[config.mk]
export PLATFORM = sky130hd
export DESIGN_NAME = latch_q_monitor
export DESIGN_NICKNAME = d
export VERILOG_FILES = /design/src/rtl/latch_q_monitor.sv
export SDC_FILE = /design/constraint.sdc
export NUM_CORES = 1
export LEC_CHECK = 0
export ABC_AREA = 1
export ABC_CLOCK_PERIOD_IN_PS = 3700
export CAP_MARGIN = 20
export CELL_PAD_IN_SITES_DETAIL_PLACEMENT = 2
export CELL_PAD_IN_SITES_GLOBAL_PLACEMENT = 2
export CORE_ASPECT_RATIO = 0.9
export CORE_UTILIZATION = 34
export CTS_CLUSTER_SIZE = 30
export DETAILED_ROUTE_END_ITERATION = 8
export PLACE_DENSITY = 0.87
export SYNTH_ARGS = -nofsm -noshare
export SYNTH_HDL_FRONTEND = slang
export SYNTH_SLANG_ARGS = --single-unit
[constraint.sdc]
create_clock -name clk -period 3.7 [get_ports clk]
set_input_delay 0.37 -clock clk [delete_from_list [all_inputs] [get_ports clk]]
set_output_delay 0.37 -clock clk [all_outputs]
set_load 0.005 [all_outputs]
[src/rtl/latch_q_monitor.sv]
// latch_q_monitor: re-times a latch q/q_n pair into clk, debounces it and reports accepted transitions as events.
module latch_q_monitor #(
    parameter int STABLE_CNT = 4,
    parameter int ERR_CNT    = 8,
    parameter int CNT_W      = 8
) (
    input  logic             clk,
    input  logic             rst_n,
    input  logic             q,
    input  logic             q_n,
    input  logic             clr_err,
    input  logic             evt_ready,
    output logic             evt_valid,
    output logic             evt_rise,
    output logic             q_stable,
    output logic [CNT_W-1:0] trans_cnt,
    output logic             err,
    output logic             ovf
);
    localparam int RW = $clog2(STABLE_CNT + 1);
    localparam int BW = $clog2(ERR_CNT + 1);
    localparam logic [RW-1:0] RUN_MAX = RW'(STABLE_CNT);
    localparam logic [BW-1:0] BAD_MAX = BW'(ERR_CNT);

    typedef enum logic [1:0] {LOCKED, SETTLING, INVALID} state_t;

    state_t          state, state_nxt;
    logic [1:0]      q_sync, qn_sync;
    logic [RW-1:0]   run, run_nxt;
    logic [BW-1:0]   bad, bad_nxt;
    logic            qs, qns, accept, drop, err_set;

    assign qs  = q_sync[1];
    assign qns = qn_sync[1];

    always_comb begin
        state_nxt = state;
        run_nxt   = '0;
        bad_nxt   = '0;
        accept    = 1'b0;
        if (qs == qns) begin
            state_nxt = INVALID;
            bad_nxt   = state != INVALID ? BW'(1) : bad == BAD_MAX ? bad : bad + BW'(1);
        end else if (qs == q_stable) begin
            state_nxt = LOCKED;
        end else begin
            // entering from LOCKED or INVALID counts the first sighting as run=1
            run_nxt   = state == SETTLING ? run + RW'(1) : RW'(1);
            accept    = run_nxt == RUN_MAX;
            state_nxt = accept ? LOCKED : SETTLING;
        end
    end

    assign drop    = accept && evt_valid && !evt_ready;
    assign err_set = bad_nxt == BAD_MAX;

    always_ff @(posedge clk or negedge rst_n) begin
        if (!rst_n) begin
            q_sync    <= 2'b00;
            qn_sync   <= 2'b11;
            state     <= LOCKED;
            run       <= '0;
            bad       <= '0;
            q_stable  <= 1'b0;
            trans_cnt <= '0;
            evt_valid <= 1'b0;
            evt_rise  <= 1'b0;
            err       <= 1'b0;
            ovf       <= 1'b0;
        end else begin
            q_sync    <= {q_sync[0], q};
            qn_sync   <= {qn_sync[0], q_n};
            state     <= state_nxt;
            run       <= accept ? '0 : run_nxt;
            bad       <= bad_nxt;
            q_stable  <= accept ? qs : q_stable;
            trans_cnt <= accept ? trans_cnt + CNT_W'(1) : trans_cnt;
            // a dropped event leaves the pending one untouched
            evt_valid <= accept || (evt_valid && !evt_ready);
            evt_rise  <= accept && !drop ? qs : evt_rise;
            err       <= err_set || (err && !clr_err);
            ovf       <= drop || (ovf && !clr_err);
        end
    end
endmodule

### After elaboration in Yosys (flattened, before gate mapping)

Cells that the tools add are included.

| operators by class | value |
|---|---|
| add/subtract/negate cells | 3 |
| equality and inequality tests | 7 |
| multiplexer cells | 12 |
| reduce and logical (&&, ||, !) cells | 12 |

Operators with widths:

| cell | number |
|---|---|
| two-way mux 3 bit | 4 |
| two-way mux 4 bit | 3 |
| adder 8 x 1 -> 8 bit, second input constant | 1 |
| == test 4 bit, second input constant | 2 |
| logical AND 1 bit | 6 |
| adder 4 x 1 -> 4 bit, second input constant | 1 |
| two-way mux 1 bit | 4 |
| adder 3 x 1 -> 3 bit, second input constant | 1 |
| == test 3 bit, second input constant | 1 |
| zero test 1 bit | 3 |
| logical OR 1 bit | 3 |
| == test 1 bit | 2 |
| == test 2 x 1 -> 1 bit, second input constant | 1 |
| two-way mux 2 bit | 1 |
| != test 2 bit, second input constant | 1 |

| word-level totals | value |
|---|---|
| register bits | 26 |

### Longest topological paths before layout

Gate-level depths: netlist of the first run.

| depth | value |
|---|---|
| depth after elaboration | 9 |
| depth in mapped cells | 9 |
| mapped depth without buffers | 9 |

### Worst setup path after synthesis of the first run

No wires, ideal clock.

| timing | value |
|---|---|
| path type | flip-flop to flip-flop |
| start point | register run[0] |
| end point | register trans_cnt[2] |
| setup time | 122 ps |
| data arrival time | 1275 ps |
| data required time | 3578 ps |
| slack | 2304 ps |
| cell stages (with the launch flop) | 7 |
| period minus slack after synthesis | 1396 ps |
| cells stage by stage | dfrtp_1 ha_1 nor3_4 nand2_2 buf_6 nand2_2 o21ai_2 |

| between the ends | value |
|---|---|
| cells in the longest elaborated chain, start to end | 5 |

Ends and longest elaborated chain:

| item | line | source |
|---|---|---|
| from (decl) | 29 | `logic [RW-1:0] run, run_nxt;` |
| from (signal assigned) | 74 | `run <= accept ? '0 : run_nxt;` |
| adder 3 x 1 -> 3 bit | 48 | `run_nxt = state == SETTLING ? run + RW'(1) : RW'(1);` |
| two-way mux 3 bit | 48 |  |
| == test 3 bit | 49 | `accept = run_nxt == RUN_MAX;` |
| two-way mux 1 bit | 44 | `end else if (qs == q_stable) begin` |
| two-way mux 1 bit | 41 | `if (qs == qns) begin` |
| to (signal assigned) | 77 | `trans_cnt <= accept ? trans_cnt + CNT_W'(1) : trans_cnt;` |
| to (decl) | 16 | `output logic [CNT_W-1:0] trans_cnt,` |

Every way passes these cells.
A chain may end at the register's enable or synchronous reset.

### Worst setup path after layout of the first run

| timing | value |
|---|---|
| start point | register trans_cnt[2] |
| end point | output trans_cnt[2] |

No word-level cell between the ends.

==> impl_metrics.py, run 1 <==
metrics = {
    "critical_path": {
        "end_kind": "primary output",
        "startpoint_type": "flip-flop",
        "crit_type": "flip-flop to primary output",
        "crit_buf_inv": 1,
        "cpLargestDelayFamily": "buffers and inverters",
        "cp.arrival_ns": 1.32,
        "crit_fanout": 6,
        "required_ns": 3.33,
        "cpMaxStageDelayCell": "clkdlybuf4s50_1",
        "max_stage_delay_ns": 0.55,
        "path_cells": "clkdlybuf4s50_1",
    },
    "routing": {
        "ant_nets": 0,
        "via_per_inst": 5.06,
        "avgRoutedWirePerCell_um": 16.0,
        "drc": 0,
        "firstDrtPassIters": 3,
        "wl_mm": 3.45,
        "drtIter0Drc": 36,
        "num_vias": 1088,
    },
    "yosys": {
        "ys_ff_latch": 26,
        "avgSynthCellArea_um2": 8.62,
        "yosysWarnings": 0,
        "syn-num-nets": 159,
        "synthesis.area_um2": 1280,
        "syn_inst": 149,
        "synthDistinctLibCells": 24,
        "ys_seq_area_share_pct": 50.9,
    },
    "placed_design": {
        "gp_congestion": 0.762,
        "numPortBuffers": 18,
        "hpwlAfterDp_mm": 2.45,
        "place_ws_ns": 2.08,
    },
    "cts": {
        "cts_setup_buffers": 0,
        "post_cts_resized": 0,
        "root_buffer": "clkbuf_8",
        "htreeDepth": 1,
        "cts_buffer_depth": 2,
        "cts_buffers": 3,
        "cts_tree": "done",
        "cts.sinks": 26,
        "postCtsHoldBufs": 0,
        "path_clk_slew_ns": 0.10,
        "clock_latency_ns": 0.28,
    },
    "run_status": {
        "outcome": "finished, final reports clean",
    },
    "timing": {
        "fin_crit_ns": 1.69,
        "slew_viol_final": 0,
        "rsz0062_at_grt": "false",
        "hold_viol": 0,
        "finalWorstSetupSlack_ns": 2.01,
        "setup_violations": 0,
        "tightest_slew_ns": 0.352,
        "fmax_mhz": 591,
        "period_share_pct": 45.7,
        "setup-tns-final_ns": 0,
        "skew_ns": 0.00579,
        "maxSlewHeadroom_pct": 76.5,
    },
    "power_and_ir_drop": {
        "peakVddDrop_v": 0.000202,
        "leakagePower_uw": 0.000773,
        "power_density_nw_per_um2": 340,
    },
    "min_path": {
        "hp-class": "flip-flop to flip-flop",
    },
    "global_route": {
        "grt_usage_pct": 20.0,
        "grt_max_degree": 27,
        "grt_pass1_vias": 1222,
        "grt_remaining_overflow": 0,
        "antenna_found_initial": 0,
        "grt_pass1_wl_mm": 5.80,
    },
    "floorplan": {
        "row_count": 20,
        "num_io_pins": 19,
        "die_y_um": 60.3,
        "die-area_um2": 4030,
        "initial_core_util_pct": 36.9,
        "dieWidth_um": 66.8,
        "core-area_um2": 3480,
    },
    "layout": {
        "area_growth_pct": 22.3,
        "layout_commonest_cell": "nand2_1",
        "layout_common_cells": "nand2_1 (49), dfrtp_1 (24), inv_1 (20)",
        "fillerInstances": 395,
        "nets": 182,
        "antenna_cells": 0,
        "layout-drive-gt1-share_pct": 12.9,
    },
    "flow_run": {
        "maxCapViolations": 0,
    },
}
logic make-up (layout without fill, tap and decap cells):
family          Yosys count  after routing  synth area share [%]
flops                    26             26                  50.9
fa+ha+maj                 4              4                  3.90
compound gates           10             10                  5.36
xor+xnor                  5              5                  3.41
buf+inv                  23             45                  7.31
simple gates             81             81                  29.1
sequential cells by signal, summed over array words and instances (netlist names):
name	flops
bad	4
evt_valid	1
q_stable	1
run	3
ovf	1
qn_sync	2
evt_rise	1
err	1
state	2
q_sync	2
trans_cnt	8
Yosys cell counts:
master	n	share of area, %
o21ai_2	4	2.7
ha_1	4	3.9
nor3b_1	1	0.59
nand2_1	49	14
dfstp_2	2	4.1
inv_1	20	5.8
a21oi_1	2	0.78
nand2_2	4	1.9
xor2_1	1	0.68
a31oi_1	1	0.49
nor2_1	7	2.0
buf_6	1	0.88
nor2_2	1	0.49
or2_2	1	0.49
nor2_4	1	0.88
dfrtp_1	24	47
o21bai_1	1	0.59
o21ai_0	2	0.78
nand3_2	1	0.78
nor3_4	1	1.3
nand4_1	5	2.4
nand3_1	10	3.9
inv_2	2	0.59
xnor2_1	4	2.7
final cells by class:
class	count	area [um2]	share of cell area, %
Clock buffer	4	55.1	3.51
Inverter	22	82.6	5.26
Multi-Input combinational cell	100	537	34.2
Sequential cell	26	653	41.6
Tap cell	44	55.1	3.51
Timing Repair Buffer	19	188	12.0
per-stage QoR:
stage                     cell area [um2]  cells  util, %  hold WS (ns)  total power, uW
after global placement               1520    211     43.6         0.335              339
final                                1570    215     45.1         0.357              534
after global routing                 1570    215     45.1         0.362              546
after CTS                            1570    215     45.1         0.361              541
after floorplan                      1280    149        -        0.0744              323
after detailed placement             1520    211     43.6         0.339              343
worst paths after layout:
| kind | cells after the start | endpoint | slack, ns | startpoint |
|---|---|---|---|---|
| min | 0 | q_sync[1]$_DFF_PN0_ | 0.36 | q_sync[0]$_DFF_PN0_ |
| min reg2reg | 0 | q_sync[1]$_DFF_PN0_ | 0.36 | q_sync[0]$_DFF_PN0_ |
| min in group asynchronous | 2 | bad[2]$_DFF_PN0_ | 0.46 | rst_n |
| max in group asynchronous | 2 | qn_sync[0]$_DFF_PN1_ | 2.94 | rst_n |
| max reg2reg | 7 | trans_cnt[6]$_DFFE_PN0N_ | 2.10 | run[0]$_DFF_PN0_ |
| max | 1 | trans_cnt[2] | 2.01 | trans_cnt[2]$_DFFE_PN0N_ |
metal layers:
layer	routed length (um)	part of all wire [%]	track usage, %	vias up
met4	68	2.0	8.81	0
met1	1670	48	25.8	551
li1	-	-	-	509
met5	0	0	0	-
met2	1620	47	32.5	19
met3	93	2.7	4.20	9
report_power, final:
group | switching [uW] | total (uW) | internal (uW)
clock network | 99.8 | 195 | 95.6
logic | 25.5 | 40.1 | 14.6
registers | 6.65 | 298 | 291
total | 132 | 534 | 402
Note: power is estimated with default switching activity, not from simulation.
==> run 2: changes to the inputs <==
Settings changed: ABC_CLOCK_PERIOD_IN_PS 3700 to 1400, CORE_UTILIZATION 34 to 28, PLACE_DENSITY 0.87 to 0.78.
Clock period 3.7 ns to 1.4 ns, I/O delays scaled along.
==> run 2 against run 1 <==
Largest cell class unchanged; the run now ends with negative setup slack left; first-iteration DRC count fell by 33%; critical path depth rose by 5; worst setup slack lost 2.1 ns; highest routed layer unchanged; largest power group unchanged; design area is 15% higher.
==> impl_metrics.py, run 2 (synthesized netlist as in run 1, its figures left out) <==
metrics = {
    "critical_path": {
        "crit_fanout": 6,
        "required_ns": 1.58,
        "reg2reg_slack_ns": -0.05,
        "r2r_start": "run[0]$_DFF_PN0_",
        "r2r-end": "q_stable$_DFFE_PN0N_",
        "rr_worst_depth": 6,
        "crit_type": "flip-flop to flip-flop",
        "cp.arrival_ns": 1.63,
        "startpoint_type": "flip-flop",
        "end_kind": "flip-flop",
    },
    "layout": {
        "nets": 199,
        "layout_common_cells": "nand2_1 (41), inv_1 (19), dfrtp_1 (18), clkdlybuf4s50_1 (18), buf_4 (16)",
        "area_growth_pct": 40.2,
        "reg_top3": "trans_cnt (8), bad (4), run (3)",
        "layout_commonest_cell": "nand2_1",
        "antenna_cells": 0,
        "largest_reg_flops": 8,
        "layout-drive-gt1-share_pct": 31.9,
        "final_cells": 248,
        "regMostFlops": "trans_cnt",
        "postLayoutCoreUtil_pct": 42.4,
    },
    "floorplan": {
        "row_count": 22,
        "die_y_um": 66.2,
        "die-area_um2": 4860,
        "initial_core_util_pct": 30.3,
        "core-area_um2": 4240,
        "num_io_pins": 19,
        "dieWidth_um": 73.4,
    },
    "routing": {
        "drtIter0Drc": 24,
        "drc": 0,
        "wl_mm": 4.32,
        "num_vias": 1155,
        "via_per_inst": 4.66,
        "ant_nets": 0,
        "avgRoutedWirePerCell_um": 17.4,
        "firstDrtPassIters": 3,
    },
    "timing": {
        "fmax_mhz": 689,
        "hold_viol": 0,
        "setup-tns-final_ns": -0.118,
        "slew_viol_final": 0,
        "finalWorstSetupSlack_ns": -0.0515,
        "maxSlewHeadroom_pct": 77.2,
        "setup_violations": 5,
        "skew_ns": 0.00280,
        "rsz0062_at_grt": "true",
        "tightest_slew_ns": 0.342,
        "period_share_pct": 104,
        "fin_crit_ns": 1.45,
    },
    "power_and_ir_drop": {
        "peakVddDrop_v": 0.000427,
        "leakagePower_uw": 0.000878,
        "p_sw_share_pct": 25.2,
        "comb_power_share_pct": 9.1,
        "intPower_uw": 1080,
        "seqPwrFrac_pct": 54.6,
        "p_switching_uw": 363,
        "clock_power_share_pct": 36.3,
        "power_density_nw_per_um2": 800,
    },
    "global_route": {
        "grt_max_degree": 27,
        "grt_remaining_overflow": 0,
        "grt_pass1_wl_mm": 6.30,
        "grt_pass1_vias": 1297,
        "grt_usage_pct": 17.5,
        "antenna_found_initial": 0,
    },
    "placed_design": {
        "gp_congestion": 0.743,
        "numPortBuffers": 18,
        "hpwlAfterDp_mm": 2.62,
        "dp_cells": 231,
        "place_ws_ns": -0.0923,
    },
    "cts": {
        "root_buffer": "clkbuf_8",
        "cts_buffers": 3,
        "path_clk_slew_ns": 0.10,
        "cts.sinks": 26,
        "htreeDepth": 1,
        "cts_buffer_depth": 2,
        "clock_latency_ns": 0.28,
        "postCtsHoldBufs": 0,
        "cts_tree": "done",
    },
    "run_status": {
        "outcome": "finished with violations",
        "violations": "negative setup slack",
    },
    "min_path": {
        "hp-class": "input port to asynchronous set/reset pin",
    },
    "flow_run": {
        "maxCapViolations": 0,
    },
}
-- run 2: area by class of cell --
cell class	instances	area (um2)
flip-flops and latches	26	661
well taps	60	75.1
repair buffers	35	312
fillers	466	2440
inverters	22	82.6
multi-input cells	101	614
clock buffers	4	55.1
-- run 2: worst max-delay path, cell delays in order, from the launching register on --
cell and delay [ns]:
dfrtp_1 0.43, ha_4 0.28, nor3_4 0.22, buf_4 0.16
nand2_4 0.07, nand2_1 0.10, o21ai_2 0.07
-- run 2: worst max-delay path by stage --
stage | start | endpoint | slack (ns) | cells after the start
after floorplan | run[0]$_DFF_PN0_ | trans_cnt[2]$_DFFE_PN0N_ | 0.004 | 6
after global placement | run[0]$_DFF_PN0_ | q_stable$_DFFE_PN0N_ | -0.01 | 5
after detailed placement | run[0]$_DFF_PN0_ | trans_cnt[0]$_DFFE_PN0N_ | -0.09 | 5
after CTS | run[0]$_DFF_PN0_ | trans_cnt[0]$_DFFE_PN0N_ | 0.006 | 9
after global routing | run[0]$_DFF_PN0_ | trans_cnt[6]$_DFFE_PN0N_ | -0.15 | 10
final | run[0]$_DFF_PN0_ | q_stable$_DFFE_PN0N_ | -0.05 | 6
-- run 2: power by group through the flow --
stage / Sequential (uW) / Combinational (uW) / Clock [uW]
after floorplan: 797 / 56.8 / 0
after global placement: 799 / 103 / 0
after detailed placement: 800 / 114 / 0
after CTS: 786 / 119 / 521
after global routing: 790 / 146 / 551
final: 786 / 131 / 523
-- run 2: per-layer routing --
metal	track usage (%)	routed length [um]
met5	0	0
met4	7.93	163
met3	2.29	86
met2	31.8	2230
met1	20.2	1840
-- run 2: timing repair --
item / in CTS / in global routing
hold endpoints to repair: 0 / 0
setup endpoints to repair: 18 / 16
buffers inserted: 3 / 8
pin swaps: 6 / 5
gates resized for setup: 19 / 11
cloned: 1 / 1
-- run 2: stage by stage --
step	hold slack, ns	instance area [um2]	total power [uW]
after global routing	0.261	1800	1490
final	0.226	1800	1440
after detailed placement	0.340	1570	915
after floorplan	-0.156	1280	853
after global placement	0.335	1570	902
after CTS	0.234	1710	1430
